==> src/rtl/wb_port_arbiter.sv <==
// Register-file write-port arbiter: the pipeline writeback wins, and late loads wait in a
// 2-entry in-order queue. A pipeline write kills older queued writes to the same register.
module wb_port_arbiter (
    input  logic        clk,
    input  logic        rst,
    input  logic        wb_valid,
    input  logic [2:0]  wb_reg,
    input  logic [15:0] wb_data,
    input  logic        ld_valid,
    input  logic [2:0]  ld_reg,
    input  logic [15:0] ld_data,
    output logic        ld_ready,
    output logic        rf_we,
    output logic [2:0]  rf_wreg,
    output logic [15:0] rf_wdata,
    output logic [7:0]  pending_mask,
    output logic        ovf_err,
    output logic [1:0]  dbg_state
);

    // Encoded value equals the number of valid queue entries.
    typedef enum logic [1:0] {
        EMPTY = 2'd0,
        ONE   = 2'd1,
        FULL  = 2'd2
    } q_state_e;

    q_state_e    state_q, state_d;
    logic [1:0]  vld_q, vld_d;
    logic [2:0]  reg_q  [2];
    logic [2:0]  reg_d  [2];
    logic [15:0] data_q [2];
    logic [15:0] data_d [2];
    logic        rf_we_q, rf_we_d;
    logic [2:0]  rf_wreg_q, rf_wreg_d;
    logic [15:0] rf_wdata_q, rf_wdata_d;
    logic        ovf_q;

    logic        ld_accept;
    logic [1:0]  kill;
    logic [1:0]  surv;
    logic        push;

    assign ld_ready  = (state_q != FULL);
    assign ld_accept = ld_valid & ld_ready;
    assign rf_we     = rf_we_q;
    assign rf_wreg   = rf_wreg_q;
    assign rf_wdata  = rf_wdata_q;
    assign ovf_err   = ovf_q;
    assign dbg_state = state_q;

    always_comb begin
        for (int i = 0; i < 2; i++) begin
            kill[i] = wb_valid & vld_q[i] & (reg_q[i] == wb_reg);
        end
        surv = vld_q & ~kill;
    end

    always_comb begin
        vld_d      = 2'b00;
        reg_d      = reg_q;
        data_d     = data_q;
        rf_we_d    = 1'b0;
        rf_wreg_d  = rf_wreg_q;
        rf_wdata_d = rf_wdata_q;
        push       = 1'b0;
        state_d    = EMPTY;

        if (wb_valid) begin
            rf_we_d    = 1'b1;
            rf_wreg_d  = wb_reg;
            rf_wdata_d = wb_data;
            if (surv[0]) begin
                vld_d = surv;
            end else if (surv[1]) begin
                vld_d[0]  = 1'b1;
                reg_d[0]  = reg_q[1];
                data_d[0] = data_q[1];
            end
            // A same-register load is older than the pipeline write, so it is consumed and dropped.
            push = ld_accept & (ld_reg != wb_reg);
        end else if (vld_q[0]) begin
            rf_we_d    = 1'b1;
            rf_wreg_d  = reg_q[0];
            rf_wdata_d = data_q[0];
            if (vld_q[1]) begin
                vld_d[0]  = 1'b1;
                reg_d[0]  = reg_q[1];
                data_d[0] = data_q[1];
            end
            push = ld_accept;
        end else if (ld_accept) begin
            rf_we_d    = 1'b1;
            rf_wreg_d  = ld_reg;
            rf_wdata_d = ld_data;
        end

        if (push) begin
            if (!vld_d[0]) begin
                vld_d[0]  = 1'b1;
                reg_d[0]  = ld_reg;
                data_d[0] = ld_data;
            end else begin
                vld_d[1]  = 1'b1;
                reg_d[1]  = ld_reg;
                data_d[1] = ld_data;
            end
        end

        case (vld_d)
            2'b01:   state_d = ONE;
            2'b11:   state_d = FULL;
            default: state_d = EMPTY;
        endcase
    end

    always_comb begin
        pending_mask = 8'h00;
        for (int i = 0; i < 2; i++) begin
            if (vld_q[i]) pending_mask[reg_q[i]] = 1'b1;
        end
    end

    always_ff @(posedge clk or posedge rst) begin
        if (rst) begin
            state_q    <= EMPTY;
            vld_q      <= 2'b00;
            reg_q[0]   <= 3'd0;
            reg_q[1]   <= 3'd0;
            data_q[0]  <= 16'h0000;
            data_q[1]  <= 16'h0000;
            rf_we_q    <= 1'b0;
            rf_wreg_q  <= 3'd0;
            rf_wdata_q <= 16'h0000;
            ovf_q      <= 1'b0;
        end else begin
            state_q    <= state_d;
            vld_q      <= vld_d;
            reg_q      <= reg_d;
            data_q     <= data_d;
            rf_we_q    <= rf_we_d;
            rf_wreg_q  <= rf_wreg_d;
            rf_wdata_q <= rf_wdata_d;
            ovf_q      <= ovf_q | (ld_valid & ~ld_ready);
        end
    end

endmodule

==> config.mk <==
export PLATFORM = sky130hd
export DESIGN_NAME = wb_port_arbiter
export DESIGN_NICKNAME = d
export VERILOG_FILES = /design/src/rtl/wb_port_arbiter.sv
export SDC_FILE = /design/constraint.sdc
export NUM_CORES = 1
export LEC_CHECK = 0
export BUFFER_PORTS_ARGS = -buffer_cell sky130_fd_sc_hd__buf_2
export CELL_PAD_IN_SITES_DETAIL_PLACEMENT = 1
export CELL_PAD_IN_SITES_GLOBAL_PLACEMENT = 2
export CORE_ASPECT_RATIO = 2
export CORE_UTILIZATION = 30
export DETAILED_ROUTE_END_ITERATION = 7
export GPL_TIMING_DRIVEN = 1
export PLACE_DENSITY = 0.76
export SLEW_MARGIN = 0
export SYNTH_ARGS = -nofsm -noshare
export SYNTH_HDL_FRONTEND = slang
export SYNTH_SLANG_ARGS = --single-unit
export TNS_END_PERCENT = 20
==> constraint.sdc <==
create_clock -name clk -period 4.35 [get_ports clk]
set_input_delay 0.435 -clock clk [delete_from_list [all_inputs] [get_ports clk]]
set_output_delay 0.435 -clock clk [all_outputs]
set_load 0.01 [all_outputs]
==> results.md, run 1 <==
* YS warnings at 0
* Post-Layout Cell Count at 509
* Fraction of the mapped netlist area in simple logic gates at under 10%
* Netlist cell types at 37
* Worst path slowest cell: buf_2
* DR vias at between 2000 and 2500
* Layout Area Growth over Synthesis at 23.8%
* Final setup skew at a little over 0.004 ns
* Fin Setup TNS at 0 ns
* Chip height at 151 um
* Post-layout min period at 2.47 ns
* Hold Vio Cnt, Final at 0
* Synth Area in XOR/XNOR at approximately 2.4%
* Number of remaining DRC errors at 0
* Synthesized instance count at 294
* Multi-input gate area in the final layout at 1610 um^2
* Register Area at 1580 um^2
* First-pass GRT wire length at 13700 um
* Status: completed
* CTS clk-pin slew, worst paths at 0.05 ns
* Min Hold Slack at about 0.14 ns
* Post-placement cell count at 493
* TritonCTS clock tree: built
* Main area contributors after synthesis: dfrtp_1 47%, mux2_2 12%, mux2_4 8.1%
* H-tree depth at 3
* Least-Margin Pin Slew at roughly 0.8 ns
* Initial DRC Count at 90
* Leading cell type in the layout, fill and taps excluded: buf_2
* Total congestion overflow at 0
* Crit path capture type: register
* Pre-Repair DR Iteration Count at 4
* Type of origin of the critical path: input port
* Fmax achieved at 0.404 GHz
* Cell taking the most area after synthesis: dfrtp_1
* Nets@finish at 406
* Setup bufs post-CTS at 0
* Clock Latency Late Sink at roughly 0.33 ns
* Drt via density at 4.78
* I/O Buffers at 73
* Initial antenna violation count at 0
* Post-CTS Hold Buffers at 0
* Die X at 76.5 um
* Clk root buf: clkbuf_16
* Total Power at 3030 uW
* Max_cap viols at 0
* Worst Reg-to-Reg Cells at 7
* Core ar. at 10900 um^2
* Yosys top cell area share at 47.4%
* Vias in the first global route at 2630
* Largest family of logic cells by synthesized area: multiplexers
* Multiplexer share of the synthesized area at a little over a quarter
* CP Cell Sequence: buf_2, inv_1, and3_1, nor3_2, nand2_2, mux2_4
* Peak supply drop at ~0.33 mV
* Post-DP HPWL at 5820 um
* WS Path Type: in -> reg
* Synth Area per Inst at between 10 and 15 um^2
* Flops & latches, synth at 63
* Cell area power density at 735 nW/um^2
* Clk sinks at 63
* Relative slew slack at approximately 45%
* CP max FO at 45
* Post-Route WL at 8370 um
* Post-DRT Antenna Nets at 0
* Post-Synth Adder-Cell Area at less than 1%
* Fin crit share at approximately 57%
* RSZ-0062 raised after global routing: false
* Pleak at 0.00192 uW
* GRT Overall Usage at 15.7%
* Sequential-to-total area share from yosys stat at 47.4%
* Hold crit path type: in -> async
* Total die area at 11500 um^2
* Final Slew Violations at 0
* TritonCTS Buffers at 9
* Crit path largest cell delay at 0.62 ns
* IO Pins at 74
* Post-synth net total at 336
* Cell area after synthesis at 3330 um^2
* PostCTS Resize Cnt at 0
* Antenna cells at 0
* Largest net degree at the start of global routing at 46
* Final Core Density at 37.9%
* Post-DR wirelength/cell at 16.4 um
* Fillers at roughly 1200
* Num rows at 54
* Initial Util at 30.6%
* Critical path data arrival time at 2.69 ns
* Compound-Gate Fraction of Synth Area at around 10%
* Final setup fails at 0
* Max Buffers Root-to-Sink at 2
* Layout cells sized above 1 at 42.0%
* Worst path required time at 4.56 ns
* Placer Congestion at 0.745
* Leading cell types in the layout, fill and taps excluded: 73 x buf_2, 63 x dfrtp_1, 36 x mux2_2
==> routing by layer <==
layer	vias up	global-route usage, %	share of wire, %
met1	1212	16.7	39
met4	0	7.40	1.9
met2	46	29.0	56
met5	-	0	0
met3	10	3.73	3.1
li1	1166	-	-
==> cells by family after synthesis <==
family          Yosys count
fa+ha+maj                 1
simple gates             66
compound gates           58
flops                    63
mux                      74
buf+inv                  23
xor+xnor                  9
==> power by group <==
part | switching, uW | internal, uW | total [uW] | leakage (uW)
sequential | 175 | 857 | 1030 | 0.000751
clock | 262 | 573 | 834 | 0.000168
combinational | 539 | 623 | 1160 | 0.00100
==> critical path, delay by kind of cell <==
family | cells | cell delay [ns]
simple gates | 3 | 1.01
mux | 1 | 0.43
buf+inv | 2 | 0.80
==> stage by stage <==
step	cell area (um^2)	setup WS, ns
4_1_cts	4120	1.83
2_1_floorplan	3330	2.35
3_5_place_dp	3770	1.49
6_report	4120	1.88
3_3_place_gp	3770	1.53
5_1_grt	4120	1.67
==> path summary, 6_finish.rpt <==
| kind | startpoint | end | slack [ns] |
|---|---|---|---|
| max | wb_valid | data_q[29]$_DFF_PP0_ | 1.88 |
| min | rst | reg_q[2]$_DFFE_PP0P_ | 0.14 |
| max reg2reg | vld_q[0]$_DFF_PP0_ | data_q[22]$_DFF_PP0_ | 1.95 |
| min reg2reg | rf_wdata[7]$_DFFE_PP0P_ | rf_wdata[7]$_DFFE_PP0P_ | 0.47 |
| max in group asynchronous | rst | rf_wdata[14]$_DFFE_PP0P_ | 3.28 |
| min in group clk | ld_data[10] | data_q[26]$_DFF_PP0_ | 0.36 |
==> final cells by class <==
cell class                      count  share of cell area [%]
Multi-Input combinational cell    208                    39.0
Sequential cell                    63                    38.3
Timing Repair Buffer               77                    9.60
Clock buffer                       10                    5.80
Tap cell                          140                    4.25
Clock inverter                      6                    2.61
Inverter                            5                   0.456
==> synthesized netlist by cell type <==
cell       count
or2_2          1
maj3_1         1
a311o_1        1
o32ai_1        2
nand2b_1       9
o211a_1        1
and2_1         1
o21bai_1       2
and3_2         1
o21ai_0       21
nand2_1       29
xor2_1         2
dfrtp_1       63
and3_1         1
a2111oi_0      1
mux2_1         1
a311oi_1       1
a31oi_2        1
inv_1          5
clkbuf_1       9
nand3_1        1
buf_4          3
mux2i_1       19
nor3_2         1
nand2_2        1
a21oi_1       21
mux2_2        36
buf_6          3
clkbuf_8       1
mux2_4        18
buf_12         1
xnor2_1        7
buf_2          1
nor2_4         1
nor2_1        20
a31oi_1        1
o22ai_1        6
==> sequential cells by signal, summed over array words and instances (netlist names) <==
signal and flops:
rf_wdata 16, rf_we 1, data_q 32, vld_q 2, dbg_state 2, ovf_err 1
reg_q 6, rf_wreg 3
Power figures use the tool's default switching activity.
==> run 2, diff against run 1 <==
clock period = 2.3 ns   (was 4.35 ns; I/O delays follow)
==> results.md, run 2 (same netlist as run 1, synthesis figures left out) <==
* Status: completed
* Post-DP HPWL at 6230 um (+7.0%)
* Fin Setup TNS at 0 ns (unchanged)
* IO Pins at 74 (unchanged)
* Hold crit path type: in -> reg
* R2R Setup Slk at 0.20 ns (-1.75 ns)
* Final setup fails at 0 (unchanged)
* Post-layout min period at 2.10 ns
* Cell area power density at 1340 nW/um^2 (+83%)
* Critical path data arrival time at 2.31 ns (-0.38 ns)
* TritonCTS clock tree: built
* Drt via density at 4.79 (+0.19%)
* I/O Buffers at 73 (unchanged)
* Worst Reg-to-Reg Cells at 5 (-2)
* Fmax achieved at between 0.4 and 0.5 GHz
* RR Endpoint: data_q[0]$_DFFE_PP0P_
* H-tree depth at 3 (unchanged)
* CP max FO at 19 (-58%)
* Post-Route WL at 8330 um (-0.47%)
* Final Slew Violations at 0 (unchanged)
* Die X at 76.5 um (unchanged)
* Max Buffers Root-to-Sink at 2 (unchanged)
* DR vias at 2477 (+1.8%)
* Layout Area Growth over Synthesis at 24.5%
* Pre-CTS setup slack at 0.196 ns (-1.29 ns)
* Total congestion overflow at 0 (unchanged)
* Number of remaining DRC errors at 0 (unchanged)
* Initial Util at 30.6% (unchanged)
* Vias in the first global route at 2647 (+0.65%)
* Reg2reg start: reg_q[2]$_DFFE_PP0P_
* Total die area at 11500 um^2 (unchanged)
* Hold Vio Cnt, Final at 0 (unchanged)
* Hold Crit Start: ld_data[15]
* Worst path required time at 2.51 ns (-2.05 ns)
* Initial antenna violation count at 0 (unchanged)
* CTS clk-pin slew, worst paths at 0.05 ns (about the same)
* WS Path Type: reg -> reg
* Placer Congestion at 0.839 (+13%)
* RSZ-0062 raised after global routing: false
* Least-Margin Pin Slew at 0.593 ns (-0.225 ns)
* Post-Layout Cell Count at 517 (+1.6%)
* Clk root buf: clkbuf_16
* Type of origin of the critical path: register
* Multi-input gate area in the final layout at 1610 um^2 (unchanged)
* Post-DRT Antenna Nets at 0 (unchanged)
* TritonCTS Buffers at 9 (unchanged)
* Leading cell type in the layout, fill and taps excluded: buf_2
* Total Power at 5560 uW (+84%)
* Register Area at 1580 um^2 (unchanged)
* Num rows at 54 (unchanged)
* Final setup skew at 0.00692 ns (+0.00288 ns)
* Initial DRC Count at 75 (-17%)
* Fin crit share at around nine tenths
* Relative slew slack at 60.4% (+15 points)
* First-pass GRT wire length at 13400 um (-2.0%)
* Min Hold Slack at 0.150 ns (+0.0133 ns)
* Nets@finish at 415 (+2.2%)
* Max reg flops at 32 (unchanged)
* Post-DR wirelength/cell at 16.1 um (-2.0%)
* Core ar. at 10900 um^2 (unchanged)
* Worst Hold Depth at 2
* GRT Overall Usage at 15.4% (-0.35 points)
* Clk sinks at 63 (unchanged)
* Post-placement cell count at 501 (+1.6%)
* Largest net degree at the start of global routing at 40 (-13%)
* PostCTS Resize Cnt at 0 (unchanged)
* Pre-Repair DR Iteration Count at 4 (unchanged)
* Fillers at 1229 (+0.24%)
* Crit path capture type: register
* Largest register by flop count: data_q
* Pleak at 0.00195 uW (+1.3%)
* Clock Latency Late Sink at 0.33 ns (about the same)
* Chip height at 151 um (unchanged)
* Setup bufs post-CTS at 0 (unchanged)
* Hold worst-path end: data_q[15]$_DFFE_PP0P_
* Layout cells sized above 1 at 43.0% (+0.97 points)
* Antenna cells at 0 (unchanged)
* Leading cell types in the layout, fill and taps excluded: 73 x buf_2, 63 x dfrtp_1, 36 x mux2_2
* Post-route setup slack at 0.200 ns (-1.68 ns)
* Peak supply drop at 0.785 mV (+140%)
* Max_cap viols at 0 (unchanged)
run 2: what timing repair did:
item	CTS	global route
hold buffers	1	0
setup endpoints to repair	0	0
hold endpoints to repair	18	0
run 2: critical path, stage by stage, from the launching register on:
cell,delay [ns]
dfrtp_1,0.46
xnor2_1,0.19
a31oi_2,0.29
nor3_2,0.13
nor2_4,0.50
mux2_2,0.41
run 2: worst max-delay path by stage:
stage,from,endpoint,slack [ns]
floorplan,reg_q[2]$_DFFE_PP0P_,data_q[23]$_DFF_PP0_,0.38
global placement,reg_q[2]$_DFFE_PP0P_,data_q[4]$_DFFE_PP0P_,0.24
detailed placement,reg_q[2]$_DFFE_PP0P_,data_q[0]$_DFFE_PP0P_,0.20
CTS,reg_q[2]$_DFFE_PP0P_,data_q[0]$_DFFE_PP0P_,0.18
global route,reg_q[2]$_DFFE_PP0P_,data_q[0]$_DFFE_PP0P_,0.10
finish,reg_q[2]$_DFFE_PP0P_,data_q[0]$_DFFE_PP0P_,0.20
run 2: routing by layer:
layer  up-vias  share of wire, %  GRT usage (%)  routed length, um
met5         -                 0              0                  0
met1      1217                38           15.0               3140
met4         0               3.3           9.23                274
met2        54                56           29.1               4660
met3        18               3.1           3.49                260
li1       1188                 -              -                  -
run 2: layout make-up:
class | count | area share [%]
sequential | 63 | 38.1
timing repair buffer | 86 | 11.2
multi-input combinational | 208 | 38.8
inverter | 5 | 0.453
clock buffer | 11 | 6.11
tap | 140 | 4.23
clock inverter | 4 | 1.09
run 2: per-stage QoR:
stage / utilization, % / area (um^2)
floorplan: - / 3330
global placement: 35.2 / 3830
detailed placement: 35.2 / 3830
CTS: 38.0 / 4140
global route: 38.0 / 4140
finish: 38.0 / 4140
run 2: power by group:
group | total [uW] | switching [uW] | internal (uW)
Combinational | 2240 | 1020 | 1220
Sequential | 1960 | 340 | 1620
Clock | 1350 | 468 | 885
